**src/rtl/ma_writeback_buffer_if.sv**
```systemverilog
// Handshake bundle between the MA result path, the write-port arbiter and the writeback buffer.
interface ma_writeback_buffer_if #(
    parameter int unsigned DEPTH       = 8,
    parameter int unsigned WIDTH_DATA  = 32,
    parameter int unsigned WIDTH_INDEX = 8,
    parameter int unsigned WIDTH_ISSUE = 7
);
    localparam int unsigned CNT_W = $clog2(DEPTH) + 1;

    logic                   I_Flush;
    logic                   I_Valid;
    logic [WIDTH_DATA-1:0]  I_Data;
    logic [WIDTH_INDEX-1:0] I_Index;
    logic [WIDTH_ISSUE-1:0] I_Issue_No;
    logic                   I_Grant;
    logic                   O_Req;
    logic [WIDTH_DATA-1:0]  O_Data;
    logic [WIDTH_INDEX-1:0] O_Index;
    logic [WIDTH_ISSUE-1:0] O_Issue_No;
    logic [CNT_W-1:0]       O_Count;
    logic                   O_Stall;
    logic                   O_Overflow;

    modport master (
        output I_Flush, I_Valid, I_Data, I_Index, I_Issue_No, I_Grant,
        input  O_Req, O_Data, O_Index, O_Issue_No, O_Count, O_Stall, O_Overflow
    );

    modport slave (
        input  I_Flush, I_Valid, I_Data, I_Index, I_Issue_No, I_Grant,
        output O_Req, O_Data, O_Index, O_Issue_No, O_Count, O_Stall, O_Overflow
    );
endinterface

```
**src/rtl/ma_writeback_buffer.sv**
```systemverilog
// In-order result FIFO between the MA unit and the register-file write arbiter,
// with early stall toward issue and a sticky overflow flag.
module ma_writeback_buffer #(
    parameter int unsigned DEPTH       = 8,
    parameter int unsigned STALL_TH    = 4,
    parameter int unsigned WIDTH_DATA  = 32,
    parameter int unsigned WIDTH_INDEX = 8,
    parameter int unsigned WIDTH_ISSUE = 7
) (
    input  logic                  clock,
    input  logic                  reset,
    ma_writeback_buffer_if.slave  bus
);
    localparam int unsigned PTR_W = $clog2(DEPTH);
    localparam int unsigned CNT_W = PTR_W + 1;

    typedef struct packed {
        logic [WIDTH_DATA-1:0]  data;
        logic [WIDTH_INDEX-1:0] index;
        logic [WIDTH_ISSUE-1:0] issue_no;
    } entry_t;

    entry_t           r_mem [DEPTH];
    logic [PTR_W-1:0] r_wr_ptr;
    logic [PTR_W-1:0] r_rd_ptr;
    logic [CNT_W-1:0] r_count;
    logic             r_req;
    logic             r_stall;
    logic             r_overflow;

    logic             w_full;
    logic             w_pop;
    logic             w_push;
    logic             w_drop;
    logic [CNT_W-1:0] w_count_nxt;
    entry_t           w_wr_entry;

    // A full buffer still accepts a result when the head leaves in the same cycle.
    assign w_full  = (r_count == CNT_W'(DEPTH));
    assign w_pop   = r_req & bus.I_Grant;
    assign w_push  = bus.I_Valid & (~w_full | w_pop);
    assign w_drop  = bus.I_Valid & w_full & ~w_pop & ~bus.I_Flush;

    assign w_count_nxt = bus.I_Flush ? '0
                       : CNT_W'(r_count + CNT_W'(w_push) - CNT_W'(w_pop));

    assign w_wr_entry = '{data: bus.I_Data, index: bus.I_Index, issue_no: bus.I_Issue_No};

    // Pointers, occupancy and the flags derived from next occupancy.
    always_ff @(posedge clock or negedge reset) begin
        if (!reset) begin
            r_wr_ptr   <= '0;
            r_rd_ptr   <= '0;
            r_count    <= '0;
            r_req      <= 1'b0;
            r_stall    <= 1'b0;
            r_overflow <= 1'b0;
        end else begin
            r_count <= w_count_nxt;
            r_req   <= (w_count_nxt != '0);
            r_stall <= (w_count_nxt >= CNT_W'(STALL_TH));
            if (w_drop) begin
                r_overflow <= 1'b1;
            end
            if (bus.I_Flush) begin
                r_wr_ptr <= '0;
                r_rd_ptr <= '0;
            end else begin
                if (w_push) begin
                    r_wr_ptr <= PTR_W'(r_wr_ptr + 1'b1);
                end
                if (w_pop) begin
                    r_rd_ptr <= PTR_W'(r_rd_ptr + 1'b1);
                end
            end
        end
    end

    // Storage is cleared at reset so the head outputs never show X.
    always_ff @(posedge clock or negedge reset) begin
        if (!reset) begin
            for (int i = 0; i < int'(DEPTH); i++) begin
                r_mem[i] <= '0;
            end
        end else if (w_push && !bus.I_Flush) begin
            r_mem[r_wr_ptr] <= w_wr_entry;
        end
    end

    assign bus.O_Req      = r_req;
    assign bus.O_Data     = r_mem[r_rd_ptr].data;
    assign bus.O_Index    = r_mem[r_rd_ptr].index;
    assign bus.O_Issue_No = r_mem[r_rd_ptr].issue_no;
    assign bus.O_Count    = r_count;
    assign bus.O_Stall    = r_stall;
    assign bus.O_Overflow = r_overflow;

endmodule

```
**src/flat_wrapper.sv**
```systemverilog
// flat-port wrapper written by rule: the top's interface ports become plain ports
module ma_writeback_buffer_flat 
#(
    parameter int unsigned DEPTH       = 8,
    parameter int unsigned STALL_TH    = 4,
    parameter int unsigned WIDTH_DATA  = 32,
    parameter int unsigned WIDTH_INDEX = 8,
    parameter int unsigned WIDTH_ISSUE = 7
)
  (clock, reset, bus_I_Flush, bus_I_Valid, bus_I_Data, bus_I_Index, bus_I_Issue_No, bus_I_Grant, bus_O_Req, bus_O_Data, bus_O_Index, bus_O_Issue_No, bus_O_Count, bus_O_Stall, bus_O_Overflow);
  ma_writeback_buffer_if #(.DEPTH(DEPTH), .WIDTH_DATA(WIDTH_DATA), .WIDTH_INDEX(WIDTH_INDEX), .WIDTH_ISSUE(WIDTH_ISSUE)) bus_i ();
  input  logic clock;
  input  logic reset;
  input wire logic [$bits(bus_i.I_Flush)-1:0] bus_I_Flush;
  input wire logic [$bits(bus_i.I_Valid)-1:0] bus_I_Valid;
  input wire logic [$bits(bus_i.I_Data)-1:0] bus_I_Data;
  input wire logic [$bits(bus_i.I_Index)-1:0] bus_I_Index;
  input wire logic [$bits(bus_i.I_Issue_No)-1:0] bus_I_Issue_No;
  input wire logic [$bits(bus_i.I_Grant)-1:0] bus_I_Grant;
  output wire logic [$bits(bus_i.O_Req)-1:0] bus_O_Req;
  output wire logic [$bits(bus_i.O_Data)-1:0] bus_O_Data;
  output wire logic [$bits(bus_i.O_Index)-1:0] bus_O_Index;
  output wire logic [$bits(bus_i.O_Issue_No)-1:0] bus_O_Issue_No;
  output wire logic [$bits(bus_i.O_Count)-1:0] bus_O_Count;
  output wire logic [$bits(bus_i.O_Stall)-1:0] bus_O_Stall;
  output wire logic [$bits(bus_i.O_Overflow)-1:0] bus_O_Overflow;
  assign bus_i.I_Flush = bus_I_Flush;
  assign bus_i.I_Valid = bus_I_Valid;
  assign bus_i.I_Data = bus_I_Data;
  assign bus_i.I_Index = bus_I_Index;
  assign bus_i.I_Issue_No = bus_I_Issue_No;
  assign bus_i.I_Grant = bus_I_Grant;
  assign bus_O_Req = bus_i.O_Req;
  assign bus_O_Data = bus_i.O_Data;
  assign bus_O_Index = bus_i.O_Index;
  assign bus_O_Issue_No = bus_i.O_Issue_No;
  assign bus_O_Count = bus_i.O_Count;
  assign bus_O_Stall = bus_i.O_Stall;
  assign bus_O_Overflow = bus_i.O_Overflow;
  ma_writeback_buffer #(.DEPTH(DEPTH), .STALL_TH(STALL_TH), .WIDTH_DATA(WIDTH_DATA), .WIDTH_INDEX(WIDTH_INDEX), .WIDTH_ISSUE(WIDTH_ISSUE)) u_core (.clock(clock), .reset(reset), .bus(bus_i));
endmodule
```
**config.mk**
```make
export PLATFORM = sky130hd
export DESIGN_NAME = ma_writeback_buffer_flat
export DESIGN_NICKNAME = d
export VERILOG_FILES = /design/src/rtl/ma_writeback_buffer_if.sv /design/src/rtl/ma_writeback_buffer.sv /design/src/flat_wrapper.sv
export SDC_FILE = /design/constraint.sdc
export NUM_CORES = 1
export LEC_CHECK = 0
export CORE_ASPECT_RATIO = 0.8
export CORE_MARGIN = 2
export CORE_UTILIZATION = 55
export CTS_CLUSTER_DIAMETER = 100
export DETAILED_ROUTE_END_ITERATION = 8
export PLACE_DENSITY_LB_ADDON = 0.12
export SLEW_MARGIN = 25
export SYNTH_ARGS = -nofsm -noshare
export SYNTH_HDL_FRONTEND = slang
export SYNTH_SLANG_ARGS = --single-unit
```
**constraint.sdc**
```tcl
create_clock -name clock -period 3.9 [get_ports clock]
set_input_delay 0.39 -clock clock [delete_from_list [all_inputs] [get_ports clock]]
set_output_delay 0.39 -clock clock [all_outputs]
set_load 0.005 [all_outputs]
```
After elaboration in Yosys (flattened, before gate mapping)
Cells that the tools add are included.
- add/subtract/negate cells: 4
- magnitude comparators: 4
- eq/ne operators: 1
- muxes and demuxes: 11
- bitwise logic cells: 11
- reduce and logical (&&, ||, !) cells: 6
- operators with widths (operator ; number):
    $bwmux 376 ; 1
    $bmux 47 s3 ; 1
    $demux 47 s3 ; 1
    $mux 47 ; 3
    $mux 3 ; 4
    $ge 4x4->1 const B ; 2
    $not 3->4 ; 2
    $add 3x1->3 const B ; 2
    $and 1x1->1 ; 5
    $add 4x1->4 ; 1
    $eq 4x4->1 const B ; 1
    $ge 4x3->1 const B ; 1
    $lt 4x1->1 const B ; 1
    $mux 4 ; 1
    $reduce_bool 2->1 ; 2
    $reduce_bool 4->1 ; 1
    $sub 4x1->4 ; 1
    $not 1->1 ; 3
    $logic_and 1x1->1 ; 2
    $logic_not 1->1 ; 1
    $or 1x1->1 ; 1
- flip-flop bits (word level): 389
- input bits: 52
- output and inout bits: 54

Logic depth before layout (Yosys ltp)
Gate-level depths: netlist of the first run.
- word-level depth: 8
- depth in mapped cells: 10
- gate-level depth less buffers: 9

Worst setup path before layout of the first run
No wires, ideal clock.
- path kind: register to register
- from: register u_core.r_count[2], in the netlist u_core.bus.O_Count[2]
- to: register u_core.r_req, in the netlist u_core.bus.O_Req
- setup time: 138 ps
- arrival time: 2681 ps
- required time: 3762 ps
- setup slack: 1081 ps
- cell stages (with the launch flop): 11
- buffers on the path: 1
- cells stage by stage: dfrtp_1 inv_1 ha_1 nor3b_2 buf_2 a21boi_0 ha_1 fa_1 or3b_2 a211oi_1 a211oi_1
- word-level cells in the longest chain between the ends: 8
- ends and longest elaborated chain (element ; line ; RTL):
    start, declared ; ma_writeback_buffer.sv:26 ; logic [CNT_W-1:0] r_count;
    start signal, assigned ; ma_writeback_buffer.sv:59 ; r_count <= w_count_nxt;
    $eq 4x4->1 ; ma_writeback_buffer.sv:39 ; assign w_full = (r_count == CNT_W'(DEPTH));
    $not 1->1 ; ma_writeback_buffer.sv:41 ; assign w_push = bus.I_Valid & (~w_full | w_pop);
    $or 1x1->1 ; ma_writeback_buffer.sv:41 ;
    $and 1x1->1 ; ma_writeback_buffer.sv:41 ;
    $add 4x1->4 * ; ma_writeback_buffer.sv:45 ; : CNT_W'(r_count + CNT_W'(w_push) - CNT_W'(w_pop));
    $sub 4x1->4 * ; ma_writeback_buffer.sv:45 ;
    $mux 4 * ; ma_writeback_buffer.sv:44 ; assign w_count_nxt = bus.I_Flush ? '0
    $reduce_bool 4->1 * ; ma_writeback_buffer.sv:60 ; r_req <= (w_count_nxt != '0);
    end signal, assigned ; ma_writeback_buffer.sv:60 ;
    end, declared ; ma_writeback_buffer.sv:27 ; logic r_req;
Mark *: on every way between the ends. The rest lies on a longest branch, timed or not.
A chain may end at the register's enable or synchronous reset.

Worst setup path after layout of the first run
- from: register u_core.r_rd_ptr[0]
- to: output port bus_O_Data[3]
- word-level cells in the longest chain between the ends: 4
- ends and longest elaborated chain (element ; line ; RTL):
    start, declared ; ma_writeback_buffer.sv:25 ; logic [PTR_W-1:0] r_rd_ptr;
    start signal, assigned ; ma_writeback_buffer.sv:73 ; r_rd_ptr <= PTR_W'(r_rd_ptr + 1'b1);
    $not 3->4 (not written as such) ; ma_writeback_buffer.sv:91 ; assign bus.O_Data = r_mem[r_rd_ptr].data;
    $bmux 47 s3 ; ma_writeback_buffer.sv:91 ;
    $mux 47 (not written as such) (2 in series) ; ma_writeback_buffer.sv:91 ;
    end, declared ; flat_wrapper.sv:21 ; output wire logic [$bits(bus_i.O_Data)-1:0] bus_O_Data;
Every way passes these cells. The select of a mux whose other input is x is not followed.

==> results of run 1 <==
[final cells by class]
class	count	area, um^2
fillers	2224	10900
multi-input cells	577	7450
inverters	8	30.0
flip-flops and latches	389	9740
repair buffers	138	1420
well taps	420	526
clock inverters	14	169
clock buffers	56	1150
diodes	1	2.50
[logic make-up after synthesis]
group / Yosys count / share of synthesized area
flip-flops: 389 / 0.554
AO/OA/AOI/OAI: 17 / 0.00833
buffers and inverters: 78 / 0.0266
adder cells (fa/ha/maj): 8 / 0.00612
AND/OR/NAND/NOR: 30 / 0.0105
XOR/XNOR: 3 / 0.00150
multiplexers: 519 / 0.393
[worst max-delay path, cell delays in order (launching register included)]
cell             delay [ns]
dfrtp_4                0.77
buf_4                  0.35
mux4_2                 0.55
mux2_2                 0.29
clkdlybuf4s50_1        0.52
[worst max path at each step]
stage                           from               end  cells after the start
6_report          u_core.r_rd_ptr[0]     bus_O_Data[3]                      4
5_1_grt           u_core.r_rd_ptr[0]     bus_O_Data[3]                      4
4_1_cts           u_core.r_rd_ptr[0]     bus_O_Data[3]                      4
3_5_place_dp             bus_I_Valid  u_core.bus.O_Req                      7
3_3_place_gp             bus_I_Grant  u_core.bus.O_Req                      8
2_1_floorplan  u_core.bus.O_Count[2]  u_core.bus.O_Req                     10
[routing by layer]
metal / track usage / part of all wire / vias up
met3: 0.0335 / 0.035 / 44
li1: - / - / 4152
met1: 0.345 / 0.49 / 5131
met2: 0.344 / 0.46 / 144
met4: 0.0478 / 0.015 / 2
met5: 0 / 0.00045 / -
[layout by cell type, fill, tap and decap left out, drive strengths merged, types with 2 or more instances in the layout]
cell type / Yosys / final
a211oi: 11 / 11
a21oi: 2 / 2
and2: 2 / 2
buf: 54 / 33
bufinv: 0 / 3
clkbuf: 16 / 56
clkdlybuf4s50: 0 / 104
clkinv: 0 / 8
clkinvlp: 0 / 2
dfrtp: 389 / 389
ha: 7 / 7
inv: 8 / 9
mux2: 424 / 424
mux4: 94 / 94
nand2: 5 / 5
nand2b: 2 / 2
nand3: 4 / 4
nor2: 3 / 3
nor2b: 3 / 3
or2: 2 / 2
or3b: 2 / 2
xor2: 3 / 3
[registers in the layout, summed over array words and instances (netlist names)]
name / count
u_core.r_mem: 376
u_core.bus.O_Stall: 1
u_core.bus.O_Overflow: 1
u_core.bus.O_Count: 4
u_core.r_wr_ptr: 3
u_core.bus.O_Req: 1
u_core.r_rd_ptr: 3
[metrics by stage]
step	area, um^2	cells	hold slack (ns)	total power [mW]	util
floorplan	17600	1044	0.0944	8.14	-
global placement	19200	1531	0.461	9.60	0.610
detailed placement	19200	1531	0.462	9.71	0.610
CTS	20500	1602	0.468	13.6	0.652
global route	20500	1602	0.490	14.2	0.652
finish	20500	1603	0.470	13.4	0.652
[Yosys cell counts (3+ instances only)]
| cell type | number |
|---|---|
| buf_6 | 12 |
| nand3_1 | 4 |
| mux4_2 | 94 |
| clkbuf_1 | 16 |
| buf_4 | 13 |
| nand2_1 | 5 |
| inv_1 | 8 |
| ha_1 | 7 |
| nor2_1 | 3 |
| dfrtp_1 | 389 |
| xor2_1 | 3 |
| mux2_2 | 334 |
| a211oi_2 | 4 |
| mux2_1 | 90 |
| a211oi_1 | 7 |
| buf_2 | 28 |
| nor2b_1 | 3 |
[timing repair]
action | CTS | global route
endpoints found under the hold margin | 96 | 0
hold buffers | 1 | 0
setup endpoints to repair | 0 | 0
[power by group]
| group | total, mW | switching [mW] | internal (mW) | leakage [nW] |
|---|---|---|---|---|
| clock network | 3.81 | 1.55 | 2.26 | 0.648 |
| logic | 3.84 | 1.30 | 2.54 | 3.30 |
| registers | 5.77 | 0.603 | 5.16 | 5.08 |
==> results_dict.tcl, run 1 <==
set metrics [dict create \
    status "completed" \
    syn_area_mm2 0.0176 \
    yosysSeqAreaShare 0.554 \
    ant_nets 0 \
    min_period_ns 3.40 \
    grt_max_degree 114 \
    tightest_slew_ns 0.903 \
    post_drt_wl_per_cell_um 22.2 \
    fin_crit_sh 0.872 \
    drt-total-wl_um 35700 \
    synth_edf_count 0 \
    gp_congestion 0.747 \
    synthTopCellsByArea "dfrtp_1 (55%), mux2_2 (21%), mux4_2 (12%)" \
    io_buffers 105 \
    hold_viol 0 \
    grt_pass1_wl_um 58200 \
    p_leak_nw 9.02 \
    core-area_mm2 0.0314 \
    setup_viol 0 \
    critPathRequiredTime_ns 3.51 \
    worstSetupEndpointType "output port" \
    hold_path_class "reg -> reg" \
    setup_ws_ns 0.499 \
    synth_flop_cell "dfrtp_1" \
    dr.pass1.iters 4 \
    synth_cell_type_count 37 \
    vias 9473 \
    viasPerCell 5.91 \
    die_y_um 164 \
    die_area_mm2 0.0334 \
    clk_latency_ns 0.54 \
    rrSetupSlack_ns 1.02 \
    synth-async-reset-ratio 1.00 \
    drv_cap 0 \
    max-slew-margin-rel 0.398 \
    nNetsFinal 1213 \
    drive_above_1_share 0.457 \
    timing.fmax_ghz 0.294 \
    grt_antenna_before_repair 2 \
    ys.warnings.count 0 \
    path_class "reg -> out" \
    yosysTopAreaCell "dfrtp_1" \
    ff2ff_path_depth 9 \
    crit_fanout 24 \
    fin_skew_ns 0.0189 \
    io_pins 106 \
    critical_path_arrival_ns 3.01 \
    cp-start-kind "register" \
    holdPathEnd "u_core.bus.O_Overflow" \
    ys_seq_elements 389 \
    area_growth_pct 16.6 \
    power.density_mw_per_mm2 655 \
    rows 58 \
    drt_drc_violations_left 0 \
    clk_pin_slew_worst_paths_ns 0.06 \
    start_util 0.559 \
    grt_pass1_vias 10097 \
    cts_sinks 389 \
    r2r-start "u_core.bus.O_Count[2]" \
    overflow 0 \
    pre_cts_ws_ns 0.752 \
    die_x_um 204 \
    cts_root_buf "clkbuf_16" \
    cts-resized-gates 0 \
    cts_buffers 39 \
    htreeDepth 2 \
    clockBufferDepth 3 \
    hold_depth 1 \
    finalSetupTns_ns 0 \
    worstHoldStart "u_core.bus.O_Overflow" \
    rsz0062_at_grt "no" \
    drt_iter0_markers 518 \
    track_usage 0.225 \
    syn_avg_cell_area_um2 16.8 \
    netlist_instances 1044 \
    peakVddDrop_mv 0.346 \
    syn_nets 1104 \
    timing.rr.end "u_core.bus.O_Req" \
    cts_tree "built" \
    post_cts_buffers 0 \
    slew_viol_final 0 \
    netlist.area_leader.share 0.554 \
    hpwlAfterDp_um 20800 \
]
Note: power is estimated with default switching activity, not from simulation.
==> inputs of run 2 (changes only) <==
--- a/config.mk
+++ b/config.mk
@@ -7,10 +7,11 @@
 export LEC_CHECK = 0
 export CORE_ASPECT_RATIO = 0.8
 export CORE_MARGIN = 2
-export CORE_UTILIZATION = 55
+export CORE_UTILIZATION = 45
 export CTS_CLUSTER_DIAMETER = 100
 export DETAILED_ROUTE_END_ITERATION = 8
 export PLACE_DENSITY_LB_ADDON = 0.12
+export SETUP_SLACK_MARGIN = 0.3
 export SLEW_MARGIN = 25
 export SYNTH_ARGS = -nofsm -noshare
 export SYNTH_HDL_FRONTEND = slang
==> run 2 against run 1 <==
Setup slack improved by 0.11 ns. Cell count increased by 4.4%. Non-clock buffer count decreased by 2. Wire length increased by 4.7%. Fmax increased by 3.2%. Critical path type unchanged. Critical endpoint is now bus_O_Data[31]. Largest cell class unchanged.
==> results_dict.tcl, run 2 (synthesized netlist as in run 1, its figures left out) <==
set metrics [dict create \
    start_util 0.458 \
    fin_crit_sh 0.845 \
    drt-total-wl_um 37300 \
    drt_iter0_markers 442 \
    rsz0062_at_grt "no" \
    p_leak_nw 9.03 \
    hold_viol 0 \
    clk_pin_slew_worst_paths_ns 0.06 \
    dr.pass1.iters 6 \
    clk_latency_ns 0.54 \
    nNetsFinal 1213 \
    peakVddDrop_mv 0.307 \
    drive_above_1_share 0.455 \
    grt_pass1_wl_um 60400 \
    setup_viol 0 \
    final_util 0.537 \
    power.density_mw_per_mm2 652 \
    slew_viol_final 0 \
    drt_drc_violations_left 0 \
    gp_congestion 0.737 \
    track_usage 0.192 \
    hpwlAfterDp_um 21100 \
    finalSetupTns_ns 0 \
    htreeDepth 2 \
    viasPerCell 5.64 \
    top_register "u_core.r_mem" \
    timing.fmax_ghz 0.303 \
    path_class "reg -> out" \
    largest_reg_flops 376 \
    critical_path_arrival_ns 2.91 \
    vias 9434 \
    mostFrequentLayoutCells "dfrtp_1 (386), mux2_2 (334), clkdlybuf4s50_1 (104)" \
    grt_pass1_vias 10421 \
    cts_root_buf "clkbuf_16" \
    ant_nets 0 \
    layout_commonest_cell "dfrtp_1" \
    grt_max_degree 95 \
    die_x_um 225 \
    critPathRequiredTime_ns 3.51 \
    worstSetupEndpointType "output port" \
    overflow 0 \
    die_area_mm2 0.0406 \
    cts_sinks 389 \
    cp-start-kind "register" \
    hold_path_class "in -> async" \
    post_cts_buffers 0 \
    fin_skew_ns 0.0186 \
    min_period_ns 3.30 \
    cts_buffers 41 \
    grt_antenna_before_repair 1 \
    drv_cap 0 \
    tightest_slew_ns 0.791 \
    clockBufferDepth 3 \
    core-area_mm2 0.0384 \
    die_y_um 181 \
    io_buffers 105 \
    crit_fanout 16 \
    cts_tree "built" \
    rows 64 \
    post_drt_wl_per_cell_um 22.3 \
    area_growth_pct 17.2 \
    status "completed" \
    io_pins 106 \
    max-slew-margin-rel 0.473 \
]
-- run 2: changes by cell type in the layout (fill, tap and decap cells not counted), sizes merged --
cell / change
clkbuf: +4
clkinv: -4
buf: -2
bufinv: -2
clkinvlp: -2
diode: +1
-- run 2: worst max-delay path: stages, from the launching register on --
cell and delay [ns]:
dfrtp_4 0.64, buf_4 0.38, mux4_2 0.55, mux2_2 0.33, clkdlybuf4s50_1 0.45
-- run 2: what timing repair did --
action                    CTS  global route
hold endpoints to repair   88             0
hold buffers                1             0
resized for setup           0             0
-- run 2: path summary, 6_finish.rpt --
| check | end | cells after the start | slack [ns] | startpoint |
|---|---|---|---|---|
| min in group clock | u_core.bus.O_Overflow | 1 | 0.47 | u_core.bus.O_Overflow |
| hold reg to reg | u_core.bus.O_Overflow | 1 | 0.47 | u_core.bus.O_Overflow |
| setup reg to reg | u_core.bus.O_Req | 9 | 1.06 | u_core.bus.O_Count[2] |
| setup / recovery | bus_O_Data[31] | 4 | 0.60 | u_core.r_rd_ptr[0] |
| max in group asynchronous | u_core.r_mem[161] | 3 | 2.36 | reset |
| hold / removal | u_core.r_mem[334] | 2 | 0.45 | reset |
-- run 2: layer usage --
layer | global-route usage | vias to the layer above | wire length, um
met4 | 0.0387 | 0 | 490
met5 | 0 | - | 0
met3 | 0.0319 | 38 | 1520
met1 | 0.285 | 5092 | 18100
met2 | 0.299 | 158 | 17300
li1 | - | 4146 | -
-- run 2: report_power, final --
part / switching, mW / total, mW / internal (mW)
Sequential: 0.581 / 5.75 / 5.17
Combinational: 1.34 / 3.89 / 2.55
Clock: 1.54 / 3.80 / 2.27
Total: 3.46 / 13.4 / 9.98
-- run 2: cell type report --
type | count | area (um^2)
fill | 3088 | 17800
sequential | 389 | 9740
multi-input combinational | 577 | 7450
timing repair buffer | 136 | 1440
clock buffer | 60 | 1250
tap | 495 | 619
clock inverter | 6 | 58.8
inverter | 8 | 30.0
antenna | 2 | 5.00
-- run 2: through the flow --
stage                     std cells  power, mW  setup WS, ns  hold WS [ns]  area, um^2
after floorplan                1044       8.14          1.08        0.0944       17600
after global placement         1604       9.68         0.838         0.462       19300
after detailed placement       1604       9.75         0.748         0.457       19300
after CTS                      1671       13.6         0.520         0.447       20600
after global routing           1671       14.2         0.445         0.477       20600
final                          1673       13.4         0.605         0.448       20600
==> inputs of run 3 (changes only) <==
==> constraint.sdc (replaced) <==
create_clock -name clock -period 3.31 [get_ports clock]
set_input_delay 0.331 -clock clock [delete_from_list [all_inputs] [get_ports clock]]
set_output_delay 0.331 -clock clock [all_outputs]
set_load 0.005 [all_outputs]
==> run 3 against run 2 <==
Wire length increased by 2.6%. Die area unchanged. Highest routed layer unchanged. Hold slack about the same. First-iteration DRC count decreased by 9.7%. Non-clock buffer count increased by 20. Critical path depth increased by 1. Setup slack got worse by 0.24 ns. Clock skew decreased by 0.00076 ns. Utilization increased by 0.76 points.
==> results_dict.tcl, run 3 (synthesized netlist as in run 1, its figures left out) <==
set metrics [dict create \
    hpwlAfterDp_um 21700 \
    core-area_mm2 0.0384 \
    clk_latency_ns 0.54 \
    io_buffers 105 \
    cts_tree "built" \
    drv_cap 0 \
    die_area_mm2 0.0406 \
    cp-start-kind "register" \
    grt_pass1_vias 10365 \
    gr-usage-met3 0.0337 \
    cts_sinks 389 \
    max-slew-margin-rel 0.482 \
    ant_nets 0 \
    die_y_um 181 \
    worstSetupEndpointType "output port" \
    grt_use_met2 0.309 \
    critical_path_arrival_ns 2.61 \
    io_pins 106 \
    rows 64 \
    timing.fmax_ghz 0.340 \
    tightest_slew_ns 0.778 \
    slowest_delay_ns 0.52 \
    power.density_mw_per_mm2 763 \
    r2r-start "u_core.bus.O_Count[2]" \
    crit_start "u_core.r_rd_ptr[0]" \
    viasPerCell 5.59 \
    rsz0062_at_grt "yes" \
    crit_fanout 14 \
    crit_chain "buf_12 > buf_12 > mux4_2 > mux2_2 > clkdlybuf4s50_1" \
    critPathRequiredTime_ns 2.98 \
    clk_pin_slew_worst_paths_ns 0.06 \
    vias 9500 \
    peakVddDrop_mv 0.424 \
    area_growth_pct 18.9 \
    drt_iter0_markers 399 \
    gp_congestion 0.731 \
    setup_viol 0 \
    post_drt_wl_per_cell_um 22.5 \
    drive_above_1_share 0.463 \
    start_util 0.458 \
    hold_viol 0 \
    htreeDepth 2 \
    setup_ws_ns 0.366 \
    overflow 0 \
    multiInputGateArea_mm2 0.00745 \
    met1_usage 0.287 \
    top_register "u_core.r_mem" \
    layout_commonest_cell "dfrtp_1" \
    slew_viol_final 0 \
    mostFrequentLayoutCells "dfrtp_1 (386), mux2_2 (334), clkdlybuf4s50_1 (103)" \
    crit_path_top_delay_cell "mux4_2" \
    dr.pass1.iters 4 \
    grt_antenna_before_repair 1 \
    regArea_mm2 0.00974 \
    min_period_ns 2.94 \
    clockBufferDepth 3 \
    finalSetupTns_ns 0 \
    status "completed" \
    pre_cts_ws_ns 0.386 \
    die_x_um 225 \
    cts_root_buf "clkbuf_16" \
    drt_drc_violations_left 0 \
    track_usage 0.196 \
    fill_cells 3084 \
    path_common_cell "buf_12" \
    cts_buffers 41 \
    grt-busiest-layer "met2" \
    nNetsFinal 1233 \
    largest_reg_flops 376 \
    grt_pass1_wl_um 61600 \
    fin_skew_ns 0.0178 \
    hold_path_class "in -> async" \
    path_class "reg -> out" \
    drt-total-wl_um 38300 \
    p_leak_nw 9.18 \
    fin_crit_sh 0.889 \
    grt_max_degree 98 \
]
## run 3: cell count changes in the layout (fill, tap and decap cells not counted), sizes merged
cell and change:
buf +19, clkbuf +4, clkinv +4, clkdlybuf4s50 -1, dlymetal6s2s +1, inv -1
## run 3: what timing repair did
action                                  CTS  global route
hold endpoints to repair                 90             0
cloned                                    0             1
endpoints found under the setup margin   47             4
hold buffers                              1             0
buffers inserted                          6             0
gates resized for setup                   0             4
## run 3: worst max-delay path: cells and delay by family (launching register included)
| kind | cells | cell delay (ns) |
|---|---|---|
| multiplexers | 2 | 0.79 |
| flip-flops | 1 | 0.43 |
| buffers and inverters | 3 | 0.84 |
## run 3: worst paths after layout
check,cells after the start,slack (ns),end
worst max-delay path,5,0.37,bus_O_Issue_No[1]
worst min-delay path,2,0.45,u_core.r_mem[99]
worst max register to register,9,0.65,u_core.bus.O_Req
worst min register to register,1,0.48,u_core.r_mem[314]
max in group asynchronous,4,1.90,u_core.r_mem[134]
min in group clock,3,0.46,u_core.r_rd_ptr[1]
## run 3: final cells by class
type | instances | area share
Timing Repair Buffer | 156 | 0.0840
Sequential cell | 389 | 0.466
Antenna cell | 2 | 0.000240
Multi-Input combinational cell | 577 | 0.357
Inverter | 8 | 0.00144
Clock inverter | 9 | 0.00335
Tap cell | 495 | 0.0297
Clock buffer | 63 | 0.0583
## run 3: metal layers
layer	wire length, um	part of all wire
met2	17900	0.47
met3	1500	0.039
met5	0	0
met1	18200	0.48
met4	637	0.017
## run 3: power by group
group	internal [mW]	switching [mW]
Clock	2.60	1.83
Combinational	3.12	1.64
Sequential	6.09	0.654
## run 3: stage by stage
stage | std cells | utilization | hold slack [ns] | area [um^2] | power [mW]
4_1_cts | 1696 | 0.543 | 0.420 | 20800 | 16.1
2_1_floorplan | 1044 | - | 0.0354 | 17600 | 9.59
3_5_place_dp | 1617 | 0.507 | 0.444 | 19500 | 11.5
3_3_place_gp | 1617 | 0.507 | 0.438 | 19500 | 11.4
5_1_grt | 1698 | 0.544 | 0.457 | 20900 | 16.9
6_report | 1699 | 0.545 | 0.449 | 20900 | 15.9
==> edit 1: new RTL, flow settings as in run 3 <==
`DEPTH` is set to 8 in 3 places; all go to 16.
--- a/src/rtl/ma_writeback_buffer_if.sv
+++ b/src/rtl/ma_writeback_buffer_if.sv
@@ -2,3 +2,3 @@
 interface ma_writeback_buffer_if #(
-    parameter int unsigned DEPTH       = 8,
+    parameter int unsigned DEPTH       = 16,
     parameter int unsigned WIDTH_DATA  = 32,
--- a/src/rtl/ma_writeback_buffer.sv
+++ b/src/rtl/ma_writeback_buffer.sv
@@ -3,3 +3,3 @@
 module ma_writeback_buffer #(
-    parameter int unsigned DEPTH       = 8,
+    parameter int unsigned DEPTH       = 16,
     parameter int unsigned STALL_TH    = 4,
--- a/src/flat_wrapper.sv
+++ b/src/flat_wrapper.sv
@@ -3,3 +3,3 @@
 #(
-    parameter int unsigned DEPTH       = 8,
+    parameter int unsigned DEPTH       = 16,
     parameter int unsigned STALL_TH    = 4,
Interface: changed (resized bus_O_Count); port bits go from 106 to 107. No check against the original RTL was run, so the function may have changed too.
==> edit 1 against run 3 <==
- synthesized cell count up 110%
- setup slack lost 140 ps
- sequential cell count rose by 379
- via count rose by 110%
- wire length is 140% higher
- design area up 98%
- total power increased by 68%
- clock skew down 0.51 ps
- highest routed layer is now met5
- register-to-register slack gained 80 ps
- combinational power up 22%
- count of clock-buffer cells in the layout is 61 higher
- synthesized area grew 98%
- critical path type unchanged
- critical endpoint is now bus_O_Data[3]
==> edit 1: results (changes against run 3) <==
Synth
  • Mapped Nets: 2,208 (was 1,104)
  • Synth unique cells: 36 (was 37)
  • Area contributors post-synth: dfrtp_1, mux2_2, mux4_2, mux2_1, a22oi_1 (was dfrtp_1, mux2_2, mux4_2, mux2_1, buf_2)
  • Yosys warnings: 0 (unchanged)
  • Fraction of registers with async set/reset: 100.0% (unchanged)
  • Sequential element share of the synthesized area: 55.33% (was 55.41%)
  • Synth top cells by count: dfrtp_1, mux2_2, mux2_1 (was dfrtp_1, mux2_2, mux4_2)

CTS
  • CTS Root Cell: clkbuf_16 (unchanged)
  • Cts bufs inserted: 83 (was 41)
  • Worst-path clk slew: 60 ps (about the same)
  • Max H-tree Level: 3 (was 2)
  • Max Root-Sink Buffers: 3 (unchanged)
  • Clk Latency, worst-skew pair: 620 ps (was 540 ps)

Layout
  • Share of layout cells above drive strength 1: 43.21% (was 46.26%)
  • Fill count: 6,182 (was 3,084)
  • Nets: 2,362 (was 1,233)
  • Max FFs per register: 752 (was 376)
  • Largest reg by FF count: u_core.r_mem (unchanged)

Setup path
  • Cell family with most CP delay: buffers and inverters (unchanged)
  • CP Max Fanout: 6 (was 14)
  • Worst Path Arrival: 2750 ps (was 2610 ps)
  • CP max stage cell: dfrtp_4 (was mux4_2)
  • Max stage delay on crit path: 520 ps (about the same)

Drt
  • WL final: 91,190 µm (was 38,300 µm)
  • Pre-antenna DRT Iters: 7 (was 4)
  • Remaining DRCs: 0 (unchanged)
  • DRT iter0 DRCs: 1,187 (was 399)
  • Total number of vias: 19,818 (was 9,500)

Global routing
  • Initial antenna violation count: 3 (was 1)
  • Pin count of the biggest net entering global routing: 88 (was 98)
  • Vias in the first global route: 21,547 (was 10,365)
  • First-pass GRT wire length: 139,100 µm (was 61,620 µm)
  • GRT Total Usage: 23.36% (was 19.63%)

Status
  • Status: finished clean (unchanged)

Power and ir drop
  • Static Leak: 0.01943 µW (was 0.009176 µW)
  • Worst vdd ir: 0.4098 mV (was 0.4242 mV)

Place
  • PortBufs: 106 (was 105)
  • DP HPWL: 48,630 µm (was 21,740 µm)
  • RD Place Congestion: 0.7640 (was 0.7305)

Timing
  • Setup Skew: 17.33 ps (was 17.85 ps)
  • Tightest Pin Transition: 938.6 ps (was 777.5 ps)

Hold path
  • HP Class: input port to asynchronous set/reset pin (unchanged)
==> edit 1: area by class of cell <==
class	count	area share (%)
Clock buffer	124	6.149
Clock inverter	26	0.7101
Sequential cell	768	46.43
Antenna cell	1	0.006043
Tap cell	1023	3.091
Multi-Input combinational cell	1170	35.33
Inverter	13	0.1178
Timing Repair Buffer	262	8.168
==> edit 1: per-layer routing <==
layer	share of wire, %	GRT usage, %	routed length (µm)	vias up
li1	-	-	-	8314
met1	47	34.28	42650	10978
met2	47	36.87	43070	390
met3	4.1	3.684	3736	132
met4	1.9	5.116	1711	4
met5	0.029	0	26	-
==> edit 1: worst paths after layout <==
path | start | to | slack [ps] | cells past startpoint
hold / removal | reset | u_core.r_mem[749] | 390 | 2
min in group clock | u_core.r_mem[560] | u_core.r_mem[560] | 480 | 1
setup reg to reg | u_core.bus.O_Count[3] | u_core.r_mem[657] | 730 | 7
max in group asynchronous | reset | u_core.r_mem[593] | 1860 | 3
hold reg to reg | u_core.r_mem[560] | u_core.r_mem[560] | 480 | 1
setup / recovery | u_core.r_rd_ptr[0] | bus_O_Data[3] | 230 | 8
==> edit 1: power by group <==
group / switching [µW] / total (µW) / internal (µW)
Clock: 3800 / 9570 / 5780
Sequential: 637 / 11300 / 10700
Combinational: 2540 / 5830 / 3290
Total: 6970 / 26700 / 19700
==> edit 1: worst register-to-register path: cells and delay by family (launching register included) <==
kind | cells | cell delay, ps
and+or+nand+nor | 2 | 620
buffers and inverters | 2 | 520
muxes | 1 | 440
DFF | 1 | 390
AOI/OAI and AO/OA | 1 | 280
adders and majority gates | 1 | 200
==> edit 1: per-stage QoR <==
step	setup slack [ps]	area, µm²	util (%)	std cells
floorplan	854.6	34740	-	2144
CTS	158.4	40990	53.41	3359
global route	149.7	41400	53.95	3386
global placement	499.2	37140	48.39	3158
detailed placement	481.1	37140	48.39	3158
finish	230.2	41410	53.96	3387
==> edit 1: what timing repair did <==
| item | 4_1_cts | 5_1_grt |
|---|---|---|
| hold endpoints to repair | 64 | 0 |
| hold buffers | 1 | 0 |
| gates resized for setup | 158 | 62 |
| cloned | 14 | 3 |
| setup endpoints to repair | 47 | 36 |
| setup buffers | 36 | 24 |
| pin swaps | 52 | 41 |
==> edit 1: cells by family (layout without fill, tap and decap cells) <==
logic type / after synthesis / in the layout / synth area share, %
adder cells (fa/ha/maj): 12 / 12 / 0.4538
flip-flops: 768 / 768 / 55.33
buffers and inverters: 206 / 425 / 3.631
multiplexers: 942 / 942 / 36.63
other: 0 / 1 / 0
AND/OR/NAND/NOR: 98 / 98 / 1.416
XOR/XNOR: 9 / 9 / 0.2269
AO/OA/AOI/OAI: 109 / 109 / 2.320
==> edit 2: new RTL, config.mk and constraints of run 3 <==
Without the edit above. Compare `r_count` against `CNT_W'(DEPTH)` with >= in place of ==.
--- a/src/rtl/ma_writeback_buffer.sv
+++ b/src/rtl/ma_writeback_buffer.sv
@@ -38,3 +38,3 @@
     // A full buffer still accepts a result when the head leaves in the same cycle.
-    assign w_full  = (r_count == CNT_W'(DEPTH));
+    assign w_full  = (r_count >= CNT_W'(DEPTH));
     assign w_pop   = r_req & bus.I_Grant;
Function: no difference found for any inputs over 4 cycles, from zero or initial values and one cycle with reset low; that may be too few to reach the edited logic, so the function may still have changed.
==> edit 2 against run 3 <==
- wire length rose by 3.9%
- synthesized area rose by 0.31%
- register-to-register slack worse by 110 ps
- critical path depth unchanged
- die area is 0.30% higher
- first-iteration DRC count up 34%
- sequential share of layout area down 0.38 points
- total power increased by 4.0%
- synthesized cell count is essentially flat
- setup slack lost 34 ps
- design area increased by 0.82%
- non-clock buffer count decreased by 3
- sequential cell count unchanged
- clock skew shrank 2.0 ps
- critical endpoint is now bus_O_Data[24]
==> edit 2: results (changes against run 3) <==
Status
  • Status: finished clean (unchanged)

Setup path
  • RR Startpoint: u_core.bus.O_Count[1] (was u_core.bus.O_Count[2])
  • Worst Path Arrival: 2650 ps (was 2610 ps)
  • CP Max Fanout: 11 (was 14)

Drt
  • Met2 Routed Length: 18,360 µm (was 17,920 µm)
  • Wire length per cell: 23.49 µm (was 22.54 µm)
  • DRT iter0 DRCs: 533 (was 399)
  • DR top layer: met5 (was met4)
  • DRT met1 WL: 19,400 µm (was 18,240 µm)
  • Total number of vias: 9,591 (was 9,500)
  • DR WL met3: 1443 µm (was 1498 µm)

CTS
  • Postcts setup bufs: 7 (was 6)
  • Cts repair resizes: 7 (was 0)

Power and ir drop
  • Worst vdd ir: 0.3927 mV (was 0.4242 mV)
  • Comb power frac: 30.4% (was 29.9%)
  • PD cells: 786.7 nW/µm² (was 763.0 nW/µm²)
  • Seq. pwr: 6640 µW (was 6740 µW)
  • Static Leak: 0.009520 µW (was 0.009176 µW)

Place
  • RD Place Congestion: 0.7390 (was 0.7305)

Global routing
  • Pin count of the biggest net entering global routing: 88 (was 98)
  • Vias in the first global route: 10,407 (was 10,365)
  • Met1 Track Usage GR: 30.01% (was 28.65%)
  • GRT Total Usage: 20.26% (was 19.63%)
  • Met2 GRT Util: 31.56% (was 30.89%)
  • First-pass GRT wire length: 63,160 µm (was 61,620 µm)
  • Met3 GRT Util: 3.497% (was 3.366%)

Layout
  • Nets: 1,231 (was 1,233)
  • Fill count: 3,110 (was 3,084)
  • FF/Latch Area: 9743 µm² (unchanged)
  • Antenna cells: 0 (was 2)

Synth
  • Post-synthesis compound-gate area fraction: 0.9017% (was 0.8333%)
  • Post-synthesis xor/xnor area fraction: 0.1491% (was 0.1496%)
  • Post-synthesis mux area share: 39.23% (was 39.28%)
  • Synth Area in Adders: 0.6106% (was 0.6125%)
  • Mapped Nets: 1,103 (was 1,104)
  • Area contributors post-synth: dfrtp_1, mux2_2, mux4_2, mux2_1, buf_6 (was dfrtp_1, mux2_2, mux4_2, mux2_1, buf_2)
  • Sequential element share of the synthesized area: 55.24% (was 55.41%)

Timing
  • WHS: 366.3 ps (was 448.6 ps)
  • Tightest Pin Transition: 733.4 ps (was 777.5 ps)
  • Setup Skew: 15.86 ps (was 17.85 ps)
[edit 2: cell types whose count changed in the layout (fill, tap and decap cells not counted), moves of 3 or more]
| cell | run 3 | this run |
|---|---|---|
| a211oi_4 | 8 | 1 |
| buf_16 | 3 | 7 |
| buf_4 | 26 | 19 |
| bufinv_16 | 1 | 6 |
| clkbuf_1 | 11 | 2 |
| clkbuf_16 | 42 | 45 |
| clkbuf_8 | 11 | 5 |
| mux2_1 | 90 | 30 |
| mux2_2 | 334 | 395 |
| o211a_4 | 0 | 3 |
| o211ai_1 | 0 | 3 |
[edit 2: final cells by class]
class                           instances  area share [%]
Timing Repair Buffer                  153           8.698
Clock inverter                         21           1.289
Sequential cell                       389           46.27
Clock buffer                           50           5.472
Multi-Input combinational cell        578           35.19
Inverter                                8          0.1426
Tap cell                              495           2.941
[edit 2: per-stage QoR]
stage | instances | worst slack, ps | util, % | area, µm²
floorplan | 1043 | 597.7 | - | 17620
global placement | 1610 | 378.2 | 50.40 | 19370
detailed placement | 1610 | 342.1 | 50.40 | 19370
CTS | 1692 | 277.6 | 54.64 | 21000
global route | 1694 | 243.0 | 54.79 | 21060
finish | 1694 | 332.3 | 54.79 | 21060
[edit 2: how the worst max path moves through the flow]
stage	startpoint	end	slack [ps]	depth (start not counted)
2_1_floorplan	u_core.bus.O_Count[3]	u_core.bus.O_Req	600	8
3_3_place_gp	bus_I_Grant	u_core.bus.O_Req	380	10
3_5_place_dp	bus_I_Grant	u_core.bus.O_Req	340	10
4_1_cts	u_core.r_rd_ptr[0]	bus_O_Data[31]	280	5
5_1_grt	u_core.r_rd_ptr[0]	bus_O_Data[3]	240	5
6_report	u_core.r_rd_ptr[0]	bus_O_Data[24]	330	5
